**src/rtl/pipe_stage_monitor.sv**
```systemverilog
// Debug monitor for a two-register pipeline stage (b -> c). It checks that c
// trails b by exactly one enabled edge, counts failures and classifies the stage.
module pipe_stage_monitor #(
  parameter int WIDTH        = 4,
  parameter int CNT_W        = 8,
  parameter int PRIME_CYCLES = 2
) (
  input  logic             clk,
  input  logic             rst,
  input  logic             en,
  input  logic             clr,
  input  logic [WIDTH-1:0] b,
  input  logic [WIDTH-1:0] c,
  output logic             mismatch,
  output logic [CNT_W-1:0] err_cnt,
  output logic [CNT_W-1:0] check_cnt,
  output logic [1:0]       mode,
  output logic [1:0]       state
);

  typedef enum logic [1:0] {
    S_IDLE  = 2'b00,
    S_PRIME = 2'b01,
    S_CHECK = 2'b10
  } state_e;

  localparam logic [CNT_W-1:0] CNT_MAX    = '1;
  localparam logic [CNT_W-1:0] CNT_ONE    = CNT_W'(1);
  localparam logic [3:0]       PRIME_LAST = 4'(PRIME_CYCLES - 1);

  state_e           state_q, state_d;
  logic [3:0]       prime_cnt_q, prime_cnt_d;
  logic [WIDTH-1:0] b_q, b_d;
  logic             mismatch_q, mismatch_d;
  logic [CNT_W-1:0] err_cnt_q, err_cnt_d;
  logic [CNT_W-1:0] check_cnt_q, check_cnt_d;
  logic             seen_nb_q, seen_nb_d;
  logic             seen_bk_q, seen_bk_d;
  logic             nb_hit, bk_hit;

  // b_q still holds the previous edge's b here, which is what a
  // nonblocking pipeline's second register must present on c.
  assign nb_hit = (c == b_q);
  assign bk_hit = (c == b);

  always_comb begin
    // NOTE: every next-state signal gets a default first so no path can infer a latch.
    state_d     = state_q;
    prime_cnt_d = prime_cnt_q;
    b_d         = en ? b : b_q;
    mismatch_d  = 1'b0;
    err_cnt_d   = err_cnt_q;
    check_cnt_d = check_cnt_q;
    seen_nb_d   = seen_nb_q;
    seen_bk_d   = seen_bk_q;

    if (clr) begin
      state_d     = en ? S_PRIME : S_IDLE;
      prime_cnt_d = '0;
      err_cnt_d   = '0;
      check_cnt_d = '0;
      seen_nb_d   = 1'b0;
      seen_bk_d   = 1'b0;
    end else begin
      unique case (state_q)
        S_IDLE: begin
          if (en) begin
            state_d     = S_PRIME;
            prime_cnt_d = '0;
          end
        end
        S_PRIME: begin
          if (!en)                           state_d     = S_IDLE;
          else if (prime_cnt_q == PRIME_LAST) state_d     = S_CHECK;
          else                               prime_cnt_d = prime_cnt_q + 4'd1;
        end
        S_CHECK: begin
          if (!en) begin
            state_d = S_IDLE;
          end else begin
            mismatch_d = !nb_hit;
            if (check_cnt_q != CNT_MAX)           check_cnt_d = check_cnt_q + CNT_ONE;
            if (!nb_hit && err_cnt_q != CNT_MAX)  err_cnt_d   = err_cnt_q + CNT_ONE;
            seen_nb_d = seen_nb_q | !nb_hit;
            seen_bk_d = seen_bk_q | !bk_hit;
          end
        end
        default: state_d = S_IDLE;
      endcase
    end
  end

  // NOTE: sequential state uses non-blocking assignments so every register
  // samples the pre-edge values, exactly like the pipeline being monitored.
  always_ff @(posedge clk or posedge rst) begin
    if (rst) begin
      state_q     <= S_IDLE;
      prime_cnt_q <= '0;
      b_q         <= '0;
      mismatch_q  <= 1'b0;
      err_cnt_q   <= '0;
      check_cnt_q <= '0;
      seen_nb_q   <= 1'b0;
      seen_bk_q   <= 1'b0;
    end else begin
      state_q     <= state_d;
      prime_cnt_q <= prime_cnt_d;
      b_q         <= b_d;
      mismatch_q  <= mismatch_d;
      err_cnt_q   <= err_cnt_d;
      check_cnt_q <= check_cnt_d;
      seen_nb_q   <= seen_nb_d;
      seen_bk_q   <= seen_bk_d;
    end
  end

  assign mismatch  = mismatch_q;
  assign err_cnt   = err_cnt_q;
  assign check_cnt = check_cnt_q;
  assign mode      = {seen_nb_q, seen_bk_q};
  assign state     = state_q;

endmodule

```
**config.mk**
```make
export PLATFORM = sky130hd
export DESIGN_NAME = pipe_stage_monitor
export DESIGN_NICKNAME = d
export VERILOG_FILES = /design/src/rtl/pipe_stage_monitor.sv
export SDC_FILE = /design/constraint.sdc
export NUM_CORES = 1
export LEC_CHECK = 0
export ABC_AREA = 1
export CORE_ASPECT_RATIO = 1.2
export CORE_MARGIN = 2
export CORE_UTILIZATION = 40
export DETAILED_ROUTE_END_ITERATION = 8
export MAX_ROUTING_LAYER = met4
export PLACE_DENSITY = 0.76
export SYNTH_ARGS = -nofsm -noshare
export SYNTH_HDL_FRONTEND = slang
export SYNTH_SLANG_ARGS = --single-unit
```
**constraint.sdc**
```tcl
create_clock -name clk -period 1.37 [get_ports clk]
set_clock_uncertainty 0.1 [all_clocks]
set_input_delay 0.274 -clock clk [delete_from_list [all_inputs] [get_ports clk]]
set_output_delay 0.274 -clock clk [all_outputs]
set_load 0.01 [all_outputs]
```
# Word-level counts from Yosys, hierarchy flattened
# Cells that the tools add are included.
# W data, S select, Z words.
word_totals:
  regBits: 29
  in_bits: 12
  out_inout_bits: 21
  elab_cells: 68
op_classes:
  addsub: 3
  n_eq_ne: 12
  mux: 29
  bitwise: 2
  reduce_logical: 14
ops:
  columns: ["operator", "n"]
  rows:
  - ["$mux W8", 8]
  - ["$add A8 B1 Y8 const B", 2]
  - ["$mux W4", 4]
  - ["$ne A8 B8 Y1 const B", 2]
  - ["$ne A3 B3 Y1 const B", 4]
  - ["$mux W1", 10]
  - ["$mux W2", 5]
  - ["$reduce_and A3 Y1", 3]
  - ["$eq A4 B4 Y1", 2]
  - ["$pmux W4 S2", 1]
  - ["$reduce_bool A2 Y1", 4]
  - ["$pmux W2 S3", 1]
  - ["$add A4 B1 Y4 const B", 1]
  - ["$eq A4 B1 Y1 const B", 1]
  - ["$ne A4 B4 Y1 const B", 1]
  - ["$reduce_and A4 Y1", 1]
  - ["$reduce_bool A3 Y1", 1]
  - ["$eq A2 B1 Y1 const B", 1]
  - ["$eq A2 B2 Y1 const B", 1]
  - ["$logic_not A1 Y1", 2]
  - ["$logic_not A2 Y1", 1]
  - ["$or A1 B1 Y1", 2]
  - ["$reduce_and A2 Y1", 1]
  - ["$logic_and A1 B1 Y1", 1]

# Longest topological paths before layout
# Gate-level depths: netlist (run 1).
depth:
  depth_word: 7
  depth_mapped: 9
  depth_no_buf: 9

# Worst setup path after synthesis (run 1)
# Ideal clock, no wire load.
synth_timing:
  kind: "register -> register"
  start: "register err_cnt_q[0] (netlist: err_cnt[0])"
  end: "register err_cnt_q[1] (netlist: err_cnt[1])"
  setup_time_ns: 0.117
  arrival_time_ns: 1.268
  t_required_ns: 1.153
  slack_ns: -0.115
  path_stages_with_launch: 9
  path_buffers: 0
  period_less_slack_ns: 1.485
  path_cell_list: "dfrtp_1 ha_1 nand2_1 nor2_2 nand3_1 nand3_2 nand2_4 nand2_1 nand2_1"
synth_between:
  elab_chain_len: 5
  word_cells_on_any_way: 9
  classes_between: "add/sub: 1; eq/ne: 1; mux: 4; reduce/logical: 3"
synth_rtl:
  columns: ["item", "line_no", "source"]
  rows:
  - ["start, declared", "35", "logic [CNT_W-1:0] err_cnt_q, err_cnt_d;"]
  - ["start signal, assigned", "110", "err_cnt_q <= err_cnt_d;"]
  - ["$add A8 B1 Y8", "83", "if (!nb_hit && err_cnt_q != CNT_MAX) err_cnt_d = err_cnt_q + CNT_ONE;"]
  - ["$mux W8", "83", null]
  - ["$mux W8", "78", "if (!en) begin"]
  - ["$mux W8", "65", "unique case (state_q)"]
  - ["$mux W8", "57", "if (clr) begin"]
# Parallel ways exist; a longest one is shown, timed or not. The select of a mux whose other input is x is not followed.
# A chain may end at the register's enable or synchronous reset.

# Worst setup path in the final report (run 1)
layout_timing:
  start: "register err_cnt_q[0] (netlist: err_cnt[0])"
  end: "register err_cnt_q[6] (netlist: err_cnt[6])"
# The elaborated chain is that of the path after synthesis.

==> summary.md, run 1 <==
The flow ran to the end, but the final reports show violations. The final reports fail on negative setup slack. The total routed wirelength is 4300 µm. The detailed-router iteration count before antenna repair came out at 4.

The standard cell with the maximum stage delay on the critical path is sky130_fd_sc_hd__dfrtp_1. The number of clock sinks was 29. The total power divided by cell area was 804 nW/µm². The overflow left after global routing came out at 0. The logs give 19.7% for the all-layer global routing usage and 239 for the net count of the mapped netlist. The synthesized netlist contains 27 unique library cells. The most frequent cell after synthesis was sky130_fd_sc_hd__nand2_1. Placer congestion estimate: 0.849. Dominant cell type by area after synthesis: sky130_fd_sc_hd__dfrtp_1.

TritonCTS built the clock tree. The logs give 1616 for the via count of the first global-routing pass and 1.54 ns for the arrival time at the worst endpoint. Cells with a size suffix above 1 make up 32.8% of the layout. For the die outline area, the log shows 4710 µm². The run gives 5 as the number of buffers created by CTS. The critical path is of the reg2reg type.

For this configuration, the core starts out at a cell density of 42.1%. Endpoint type of the worst setup path: a flip-flop. In this design, the stage delay of the slowest critical-path cell is 0.41 ns. The run gives 315 as the number of nets in the layout. The H-tree was split into 2 levels. The tools report the final count of pins violating max slew as 0. In the post-synthesis netlist, the biggest area contributors are sky130_fd_sc_hd__dfrtp_1, sky130_fd_sc_hd__nand2_1, sky130_fd_sc_hd__nand3_1. Prevailing post-synth register cell: sky130_fd_sc_hd__dfrtp_1. The final critical path takes up 107% of the cycle.

The HPWL reported at the end of detailed placement was 2840 µm. Number of placed I/O pins: 33. In this run the worst path has a maximum fanout of 8. The worst path in the final design needs a cycle of 1.47 ns, including I/O delays and setup. The count of nets left with antenna violations once routing finished came out at 0. The tools report the core occupancy in the finished layout as 65.4%. 0 antenna diodes ended up in the layout. Hold is met by 0.232 ns.

The met3 routed wirelength was 228 µm. The initial antenna violation count was 0. For the total via count in the routed design, the log shows 1695. Relative to the synthesized area, the layout overhead comes to 55.4%.

The routed length on met2 was 2210 µm. The final setup slack of the worst path was -0.0966 ns. Horizontal extent of the die: 63.0 µm. For this run, the register share of the synthesized area comes to 43.4%. The synthesized netlist occupies a cell area of 1670 µm². Setup repair after global routing could not meet its margin everywhere. In this run the static leakage power is 1.31 nW.

The number of hold-slack violations in the final timing report was 0; the worst slew margin relative to its limit was 82.7%. For the worst-skew pair, the clock arrives at the later sink with an insertion delay of 0.28 ns. After synthesis, the mean cell area works out to 7.50 µm². Dividing the detail-routed wire length by the instance count gives 12.2 µm. The number of synthesized flops with an enable pin was 0; the first-pass GRT wire length was 7040 µm.

The fraction of registers with async set or reset after synthesis is 100%, and the measured slew at the worst slew-check pin is 0.259 ns. The number of rows created at floorplan came out at 25. The sort of element at the start of the critical path was a flip-flop.

For this run, the number of Yosys warnings is 0. Sorting the synthesized cells by how often they occur yields sky130_fd_sc_hd__nand2_1, sky130_fd_sc_hd__dfrtp_1, sky130_fd_sc_hd__nand3_1. STA puts the critical path data required time at 1.44 ns. Counting flops and latches in the post-synthesis netlist gives 29.

The tools report the buffer depth of the longest clock path as 2. DRC violations left: 0. The critical path contains buffers and inverters numbering 0 combined. The tools report the highest attainable clock frequency as 682 MHz. Highest routed metal layer: met4. CTS placed an instance of sky130_fd_sc_hd__clkbuf_8 at the clock tree root.

Path category of the worst min-delay check: in2async. For this block, the initial DRC count from the detailed router was 61. Entering global routing, the biggest net connects 30 pins. The run gives 223 as the synthesized instance count. VDD sags by at most 0.700 mV. The count of maximum capacitance violations is 0. In this run the tool buffered the top-level ports with 32 buffer cells. The via-per-instance ratio came out at 4.80. The overall die height works out to 74.8 µm. On the critical path the largest part of the delay comes from simple AND/OR/NAND/NOR gates.

Post-CTS clock slew at the launch and capture registers of the worst setup and hold paths: 0.06 ns. The critical path goes through ha_2 > nand2_2 > nor2_4 > nand3_4 > nand3_4 > nand2_8 > nand2_1 > nand2_1. Summed over all failing endpoints, the final setup total negative slack is -0.992 ns.

For this block, wires on met1 add up to 1780 µm. Setup violations remaining at the end of the flow were counted as 16. The total area inside the core boundary comes to 3970 µm². Fraction of post-synthesis cell area in the top cell type by area: 43.4%. In this run, post-CTS hold repair placed 0 buffers.
## per-stage QoR
| stage | total power, mW | cells | setup slack (ns) | area [µm²] |
|---|---|---|---|---|
| floorplan | 1.13 | 223 | -0.104 | 1700 |
| global route | 2.20 | 353 | -0.207 | 2600 |
| CTS | 2.05 | 349 | -0.0854 | 2460 |
| global placement | 1.31 | 337 | -0.338 | 2330 |
| detailed placement | 1.32 | 337 | -0.366 | 2330 |
| finish | 2.09 | 353 | -0.0966 | 2600 |
## per-layer routing
metal / GRT usage [%] / up-vias
li1: - / 860
met1: 22.0 / 776
met2: 33.6 / 50
met3: 5.23 / 9
met4: 8.89 / 0
met5: - / -
## power by group
group	total (mW)	internal, mW	leakage [nW]	switching, mW
registers	0.937	0.898	0.386	0.0385
logic	0.432	0.207	0.884	0.225
clock network	0.719	0.398	0.0443	0.321
total	2.09	1.50	1.31	0.585
## path summary, 6_finish.rpt
path / start / endpoint / slack [ns] / cells past startpoint
setup / recovery: err_cnt[0] / err_cnt[6] / -0.1 / 8
hold / removal: rst / check_cnt[2] / 0.23 / 3
setup reg to reg: err_cnt[0] / err_cnt[6] / -0.1 / 8
hold reg to reg: seen_nb_q / seen_nb_q / 0.41 / 2
max in group asynchronous: rst / state[1] / 0.76 / 3
min in group clk: seen_nb_q / seen_nb_q / 0.41 / 2
## cells by family (layout without fill, tap and decap cells)
kind of cell	count (synthesis)	count (layout)	share of synthesized area, %
buffers and inverters	29	104	7.78
AOI/OAI and AO/OA	21	21	6.66
xor gates and xnor gates	10	10	5.24
adders and majority gates	4	4	2.99
DFF	29	29	43.4
and+or+nand+nor	130	131	33.9
## worst min-delay path: stages
cell,delay [ns]
sky130_fd_sc_hd__clkdlybuf4s50_1,0.40
sky130_fd_sc_hd__inv_1,0.09
sky130_fd_sc_hd__buf_12,0.20
## cell usage in the layout (no fill, tap or decap), types with 6 or more instances in the layout
cell                              netlist  layout
sky130_fd_sc_hd__buf_4                  3      40
sky130_fd_sc_hd__clkbuf_8               0       6
sky130_fd_sc_hd__clkdlybuf4s15_1        0      10
sky130_fd_sc_hd__clkdlybuf4s50_1        0       7
sky130_fd_sc_hd__dfrtp_1               29      26
sky130_fd_sc_hd__dlygate4sd2_1          0       9
sky130_fd_sc_hd__inv_1                 21      17
sky130_fd_sc_hd__nand2_1               67      55
sky130_fd_sc_hd__nand2_2                1      10
sky130_fd_sc_hd__nand3_1               24      20
sky130_fd_sc_hd__nor2_1                23      19
sky130_fd_sc_hd__o21ai_0               14       7
sky130_fd_sc_hd__o21ai_1                1       7
sky130_fd_sc_hd__or2_2                  6       6
sky130_fd_sc_hd__xor2_1                 9       9
## final cells by class
type,count,area (µm²)
clock buffer,7,86.3
fill,339,1380
inverter,21,78.8
multi-input combinational,166,972
sequential,29,729
tap,54,67.6
timing repair buffer,76,663
## sequential cells by signal, indices dropped and copies added, names as in the netlist
register / count
b_q: 4
seen_bk_q: 1
check_cnt: 8
state: 2
seen_nb_q: 1
prime_cnt_q: 4
mismatch: 1
err_cnt: 8
## what timing repair did
| item | in CTS | in global routing |
|---|---|---|
| endpoints found under the setup margin | 41 | 35 |
| hold endpoints to repair | 0 | 0 |
| setup buffers | 4 | 4 |
| gates resized for setup | 48 | 43 |
| pin swaps | 9 | 11 |
| gates cloned | 1 | 0 |
Note: power is estimated with default switching activity, not from simulation.
==> run 2, diff against run 1 <==
--- a/config.mk
+++ b/config.mk
@@ -5,7 +5,6 @@
 export SDC_FILE = /design/constraint.sdc
 export NUM_CORES = 1
 export LEC_CHECK = 0
-export ABC_AREA = 1
 export CORE_ASPECT_RATIO = 1.2
 export CORE_MARGIN = 2
 export CORE_UTILIZATION = 40
==> constraint.sdc (replaced) <==
create_clock -name clk -period 1.37 [get_ports clk]
set_clock_uncertainty 0.1 [all_clocks]
set_input_delay 0.274 -clock clk [delete_from_list [all_inputs] [get_ports clk]]
set_output_delay 0.274 -clock clk [all_outputs]
set_load 0.1 [all_outputs]
==> run 2 against run 1 <==
- the flow still finishes with violations (negative setup slack)
- sequential share of layout area shrank 2.4 points
- routed wire length increased by 24%
- count of clock-buffer cells in the layout grew 1
- first-iteration DRC count increased by 67%
- sequential power is 4.9% lower
- via count decreased by 4.0%
- critical path type unchanged
- sequential cell count is the same
- design area is 18% higher
- core utilization rose by 13 points
- synthesized cell count down 29%
==> summary.md, run 2 <==
Setup violations remaining at the end of the flow were counted as 38. For the first-pass GRT wire length, the log shows 8700 µm. The flow ran to the end, but the final reports show violations. At the end of the flow, the number of nets in the layout was 268. The final critical-path share of the clock period works out to 131%. The tools report the HPWL reported at the end of detailed placement as 3340 µm. After detailed placement, the total cell area comes to 2550 µm². The logs give 5 for the number of buffers created by CTS and -0.426 ns for the final setup slack of the worst path.

By count the netlist is led by sky130_fd_sc_hd__dfrtp_1, sky130_fd_sc_hd__nor2_1, sky130_fd_sc_hd__a21oi_1, sky130_fd_sc_hd__xor2_1. After routing the design area is 3060 µm². At the pin with the least slew margin, the transition time is 0.307 ns.

The final reports fail on negative setup slack. Sorting the synthesized cells by area gives the leading types as sky130_fd_sc_hd__dfrtp_1, sky130_fd_sc_hd__xor2_1, sky130_fd_sc_hd__mux2_2. Leaving out fill and tap cells, the most frequent cells in the layout are sky130_fd_sc_hd__buf_4, sky130_fd_sc_hd__buf_6, sky130_fd_sc_hd__buf_12.

Cell at the root of the clock tree: sky130_fd_sc_hd__clkbuf_8. Measured against its own limit, the worst slew margin works out to 79.5%. Final critical-path required period: 1.80 ns. The tightest hold path in the finished design has a slack of 0.240 ns. The count of nets left with antenna violations once routing finished came out at 0.

The overall die height is 73.2 µm. Setup repair after global routing could not meet its margin everywhere. The run gives 0 as the number of diodes. In this run the static leakage power is 1.25 nW.

Counting flops with a built-in enable in the synthesized netlist gives 0. The worst register-to-register path begins at err_cnt[4]. Synthesis inferred 29 register bits. Relative to the synthesized area, the layout overhead comes to 91.2%. The clock passes through at most 2 buffers.

The fill cell instance count of the final layout was 239; the pin count of the biggest net entering global routing was 30. The endpoint identified for the worst register-to-register timing path is err_cnt[3]. The tools report the number of buffers added to fix hold violations after cts as 0.

The tools report the final count of pins violating max slew as 0. Overflow left after global routing: 0. The worst-case register-to-register setup slack is -0.43 ns, and the sequential area share after synthesis is 45.4%. Most frequent cell after synthesis: sky130_fd_sc_hd__dfrtp_1. The run gives 1775 as the via count of the first global-routing pass.

The most common library cell in the layout ignoring fill and taps is sky130_fd_sc_hd__buf_4. The detailed-router iteration count before antenna repair was 4; the number of clock sinks was 29. The total power divided by cell area is 629 nW/µm², and the total chip power is 1.92 mW. After clock tree synthesis, the clock-pin slew on the worst setup and hold paths is 0.06 ns. The logs give 0 for the initial antenna violation count and 0.755 mV for the highest ir drop seen on vdd. Along the worst path, the maximum fanout reaches 7. In this run the count of I/O pins placed on the die edge is 33.

Synthesis handed over a netlist of 159 instances. Of all flip-flops after synthesis, the portion carrying an async set or reset was 100%. Data on the critical path is required at its endpoint by 1.48 ns. DRC violations left: 0.

The H-tree generated during clock tree synthesis spans 2 levels. The clock reaches the later pin of the worst-skew pair after 0.28 ns. Timing would allow up to 557 MHz. Via-per-instance ratio: 5.30. TritonCTS built the clock tree.

The worst hold path belongs to the class in2async. In the synthesized netlist the dominant register cell turns out to be sky130_fd_sc_hd__dfrtp_1. Synthesis produced a netlist with a net count of 175. The run gives 0 as the count of maximum capacitance violations. The cell area that synthesis handed to floorplanning was 1600 µm². The per-instance average area after synthesis is 10.0 µm², and the horizontal extent of the die is 61.7 µm. The post-route netlist has 57.3% of its cells at a drive strength greater than 1. The total negative setup slack is -6.62 ns. The initial core utilization was 41.2%; the cell count of the worst reg-to-reg path was 4. For the number of distinct library cells after synthesis, the log shows 36.

The region available for standard cell placement spans 3880 µm². The placer congestion estimate is 0.907. Dividing the detail-routed wire length by the instance count gives 17.4 µm. The floorplan has 25 rows. The synthesized design devotes to its leading area cell type 45.4% of total area. Port buffering added 32 buffers.

All-layer global routing usage: 27.3%. For the worst setup path, the data arrival time is 1.90 ns. The initial DRC count came out at 102. Die outline area: 4520 µm².

The detailed router placed 1627 vias in this run. Number of hold-slack violations in the final timing report: 0. The worst setup path is launched from a flip-flop. The dominant cell type by area after synthesis is sky130_fd_sc_hd__dfrtp_1. The routed design has 5350 µm of wire. For this run, the number of Yosys warnings is 0.

The tools report the endpoint type of the worst setup path as a flip-flop. The category of the most critical setup path was reg2reg.
## run 2: worst max-delay path by stage
stage               start    endpoint  slack, ns  cells past startpoint
2_1_floorplan    state[0]  err_cnt[7]      -0.63                      6
3_3_place_gp         c[0]  err_cnt[7]      -0.72                      6
3_5_place_dp         c[0]  err_cnt[6]      -0.83                      6
4_1_cts          state[0]  err_cnt[4]      -0.40                      5
5_1_grt          state[0]  err_cnt[4]      -0.47                      5
6_report       err_cnt[4]  err_cnt[3]      -0.43                      4
## run 2: per-layer routing
layer	GRT usage [%]	wire, µm	vias up	part of all wire, %
met5	-	0	-	0
met4	9.46	113	0	2.1
met3	5.50	183	16	3.4
met2	48.0	3040	52	57
met1	29.9	2010	812	38
li1	-	-	747	-
## run 2: what timing repair did
action | CTS | global route
pin swaps | 26 | 5
setup endpoints to repair | 40 | 40
gates cloned | 1 | 0
setup buffers | 19 | 7
resized for setup | 55 | 14
## run 2: final cells by class
type	count	area [µm²]	share of cell area (%)
Tap cell	54	67.6	2.21
Sequential cell	29	783	25.6
Clock buffer	8	90.1	2.95
Inverter	4	17.5	0.573
Multi-Input combinational cell	117	1000	32.8
Timing Repair Buffer	95	1090	35.8
## run 2: where the power goes
group	internal, mW	switching [mW]	total, mW
sequential	0.875	0.0159	0.891
clock	0.409	0.322	0.731
combinational	0.148	0.153	0.301
## run 2: metrics by stage
| stage | std cells | worst slack [ns] | utilization, % |
|---|---|---|---|
| global placement | 275 | -0.722 | 65.9 |
| global route | 307 | -0.470 | 78.8 |
| floorplan | 159 | -0.625 | - |
| detailed placement | 275 | -0.833 | 65.9 |
| finish | 307 | -0.426 | 78.8 |
| CTS | 302 | -0.396 | 76.8 |
## run 2: logic make-up (layout without fill, tap and decap cells)
group / after synthesis / in the layout / synth area share [%]
AOI/OAI and AO/OA: 28 / 28 / 11.5
xor gates and xnor gates: 15 / 15 / 8.22
adders and majority gates: 4 / 4 / 3.13
buffers and inverters: 13 / 107 / 4.78
DFF: 29 / 29 / 45.4
muxes: 9 / 9 / 6.19
and+or+nand+nor: 61 / 61 / 20.8
## run 2: worst max-delay path: stages (launching register included)
cell and delay (ns):
sky130_fd_sc_hd__dfrtp_4 0.49, sky130_fd_sc_hd__and4_4 0.20, sky130_fd_sc_hd__and4_4 0.21, sky130_fd_sc_hd__or4_1 0.57, sky130_fd_sc_hd__a21oi_2 0.16
==> run 3, diff against run 2 <==
--- a/config.mk
+++ b/config.mk
@@ -5,12 +5,13 @@
 export SDC_FILE = /design/constraint.sdc
 export NUM_CORES = 1
 export LEC_CHECK = 0
-export CORE_ASPECT_RATIO = 1.2
+export CAP_MARGIN = 5
+export CORE_ASPECT_RATIO = 0.5
 export CORE_MARGIN = 2
-export CORE_UTILIZATION = 40
+export CORE_UTILIZATION = 30
 export DETAILED_ROUTE_END_ITERATION = 8
 export MAX_ROUTING_LAYER = met4
-export PLACE_DENSITY = 0.76
+export PLACE_DENSITY = 0.62
 export SYNTH_ARGS = -nofsm -noshare
 export SYNTH_HDL_FRONTEND = slang
 export SYNTH_SLANG_ARGS = --single-unit
==> run 3 against run 2 <==
- critical path depth up 2
- worst hold slack worse by 0.0015 ns
- largest power group unchanged
- largest cell class unchanged
- the run still ends with negative setup slack left
- final cell count up 3.9%
- core utilization down 17 points
==> summary.md, run 3 (synthesis results as in run 2) <==
The run finished, with violations left. The checks that failed: negative setup slack. For the number of buffers created by CTS, the log shows 5. The net count of the finished layout is 264.

The congestion estimate from routability-driven global placement came to 0.843. Port buffering added 32 buffers. Grouping stages by cell kind, the critical path spends the most delay in flip-flops.

CTS placed an instance of sky130_fd_sc_hd__clkbuf_8 at the clock tree root. The worst pin sits at a relative slew slack of 78.6%. The first global-routing pass estimated 7870 µm of wire.

Path category of the worst min-delay check: in2async. Derived from the worst setup path, the maximum achievable clock frequency is 560 MHz. The run gives 0 as the final count of pins violating max slew.

The number of cells after detailed placement is 293, and the remaining number of nets flagged by the antenna check after routing is 0. The worst register-to-register path has a depth of 6. The DRC violations left came out at 0.

From left edge to right edge, the die measures 107 µm. On the worst path, the slowest cell contributes a delay of 0.47 ns. The detailed router used layers up to and including met4. The tools report the count of maximum capacitance violations as 0.

For this block, the initial DRC count from the detailed router was 32. The run gives -0.414 ns as the final setup slack of the worst path. The smallest clock period supported by the final layout is computed as 1.78 ns. Clock-pin slew was measured on the worst setup and hold paths at 0.06 ns.

For this design the top-level I/O count stands at 33. HPWL reported at the end of detailed placement: 2990 µm. Setup repair after global routing could not meet its margin everywhere.

Standard cell with the maximum stage delay on the critical path: sky130_fd_sc_hd__dfrtp_4. The overflow left after global routing was 0. The detail-routed net length per standard cell came out at 15.2 µm.

Entering global routing, the biggest net connects 30 pins. The tools report the die outline area as 5960 µm². Endpoint type of the worst setup path: a flip-flop.

The final number of setup-violating endpoints was 39; the total via count in the routed design was 1536. The final critical-path share of the clock period is 130%, and the post-synthesis to final-layout area growth is 93.7%. In the layout the commonest cells are sky130_fd_sc_hd__buf_4, sky130_fd_sc_hd__buf_6, sky130_fd_sc_hd__buf_12. In this run the power density over the cells is 597 nW/µm².

In the detailed route, the total length drawn on met3 is 110 µm. Instance count on the critical path: 6. Via count of the first global-routing pass: 1594.

For the worst setup path, the data arrival time is 1.84 ns. Largest fanout on the critical path: 2. The run gives 17.1% as the all-layer global routing usage.

For the final routed database, the setup TNS stands at -7.17 ns. The run gives 2 as the buffer depth of the longest clock path. The measured slew at the worst slew-check pin is 0.320 ns, and the number of rows created at floorplan is 18.

Category of the most critical setup path: reg2reg. The most common library cell in the layout ignoring fill and taps was sky130_fd_sc_hd__buf_4. The initial antenna violation count is 0, and the number of clock sinks is 29. The logs give 0 for the number of diodes and 31.8% for the initial core utilization.

For the number of hold-slack violations in the final timing report, the log shows 0. For the worst-skew pair, the clock arrives at the later sink with an insertion delay of 0.27 ns. The number of buffers and inverters on the critical path is 2. Wires add up to 4860 µm. The via-per-instance ratio was 4.82; the wire length on met1 was 2020 µm. The worst-case IR drop observed on VDD is 0.481 mV. The fraction of final layout cells with drive strength greater than 1 was 58.2%.

The clock tree synthesis step divided the H-tree into 2 levels. The signal on the critical path passes through and3b_2 > buf_4 > buf_6 > o41a_1 > nand3_2 > mux2_2. Overall die height: 55.6 µm.

The worst setup path is launched from a flip-flop. The finished layout holds 319 standard cells, fillers aside. Summed over all nets, wire length on met2 after detailed routing comes to 2680 µm.

TritonCTS built the clock tree. The logs give 5020 µm² for the core box area and 1.43 ns for the data required time at the worst endpoint. For this run, the detailed router's first-pass iteration total came to 4.

In this run the static leakage power is 1.23 nW.
run 3: cell types whose count changed in the layout (fill, tap and decap cells not counted), sizes merged:
cell  change
buf       -4
run 3: what timing repair did:
item                       in CTS  in global routing
setup endpoints to repair      40                 41
pin swaps                      16                 11
hold buffers                    0                  0
setup buffers                  11                 10
gates cloned                    1                  0
hold endpoints to repair        0                  0
gates resized for setup        65                 16
run 3: metrics by stage:
| stage | hold WS (ns) | instance area, µm² | util, % | setup WS [ns] | total power [mW] |
|---|---|---|---|---|---|
| 6_report | 0.238 | 3090 | 61.6 | -0.414 | 1.85 |
| 5_1_grt | 0.290 | 3090 | 61.6 | -0.466 | 1.93 |
| 4_1_cts | 0.249 | 3010 | 59.9 | -0.397 | 1.85 |
| 3_5_place_dp | 0.418 | 2590 | 51.6 | -0.815 | 1.13 |
| 3_3_place_gp | 0.414 | 2590 | 51.6 | -0.726 | 1.13 |
| 2_1_floorplan | 0.252 | 1720 | - | -0.625 | 1.02 |
run 3: area by class of cell:
cell class / instances / area, µm²
tap: 70 / 87.6
inverter: 4 / 17.5
fill: 367 / 1930
clock buffer: 8 / 80.1
multi-input combinational: 117 / 1040
sequential: 29 / 783
timing repair buffer: 91 / 1080
run 3: per-layer routing:
layer	global-route usage [%]	up-vias
li1	-	741
met1	20.9	766
met2	29.2	23
met3	3.16	6
met4	5.01	0
met5	-	-
run 3: tightest hold or removal path, delay by kind of cell:
kind | cells | cell delay, ns
buffers and inverters | 3 | 0.69
run 3: worst paths after layout:
kind | start | to | slack [ns]
max | state[0] | err_cnt[2] | -0.41
min | rst | check_cnt[5] | 0.24
max reg2reg | state[0] | err_cnt[2] | -0.41
min reg2reg | seen_bk_q | seen_bk_q | 0.46
max in group asynchronous | rst | state[0] | 0.74
min in group clk | seen_bk_q | seen_bk_q | 0.46
run 3: where the power goes:
group          switching, mW  total [mW]  internal [mW]
Clock                  0.317       0.678          0.360
Sequential            0.0158       0.891          0.875
Combinational          0.142       0.278          0.136
Total                  0.475        1.85           1.37
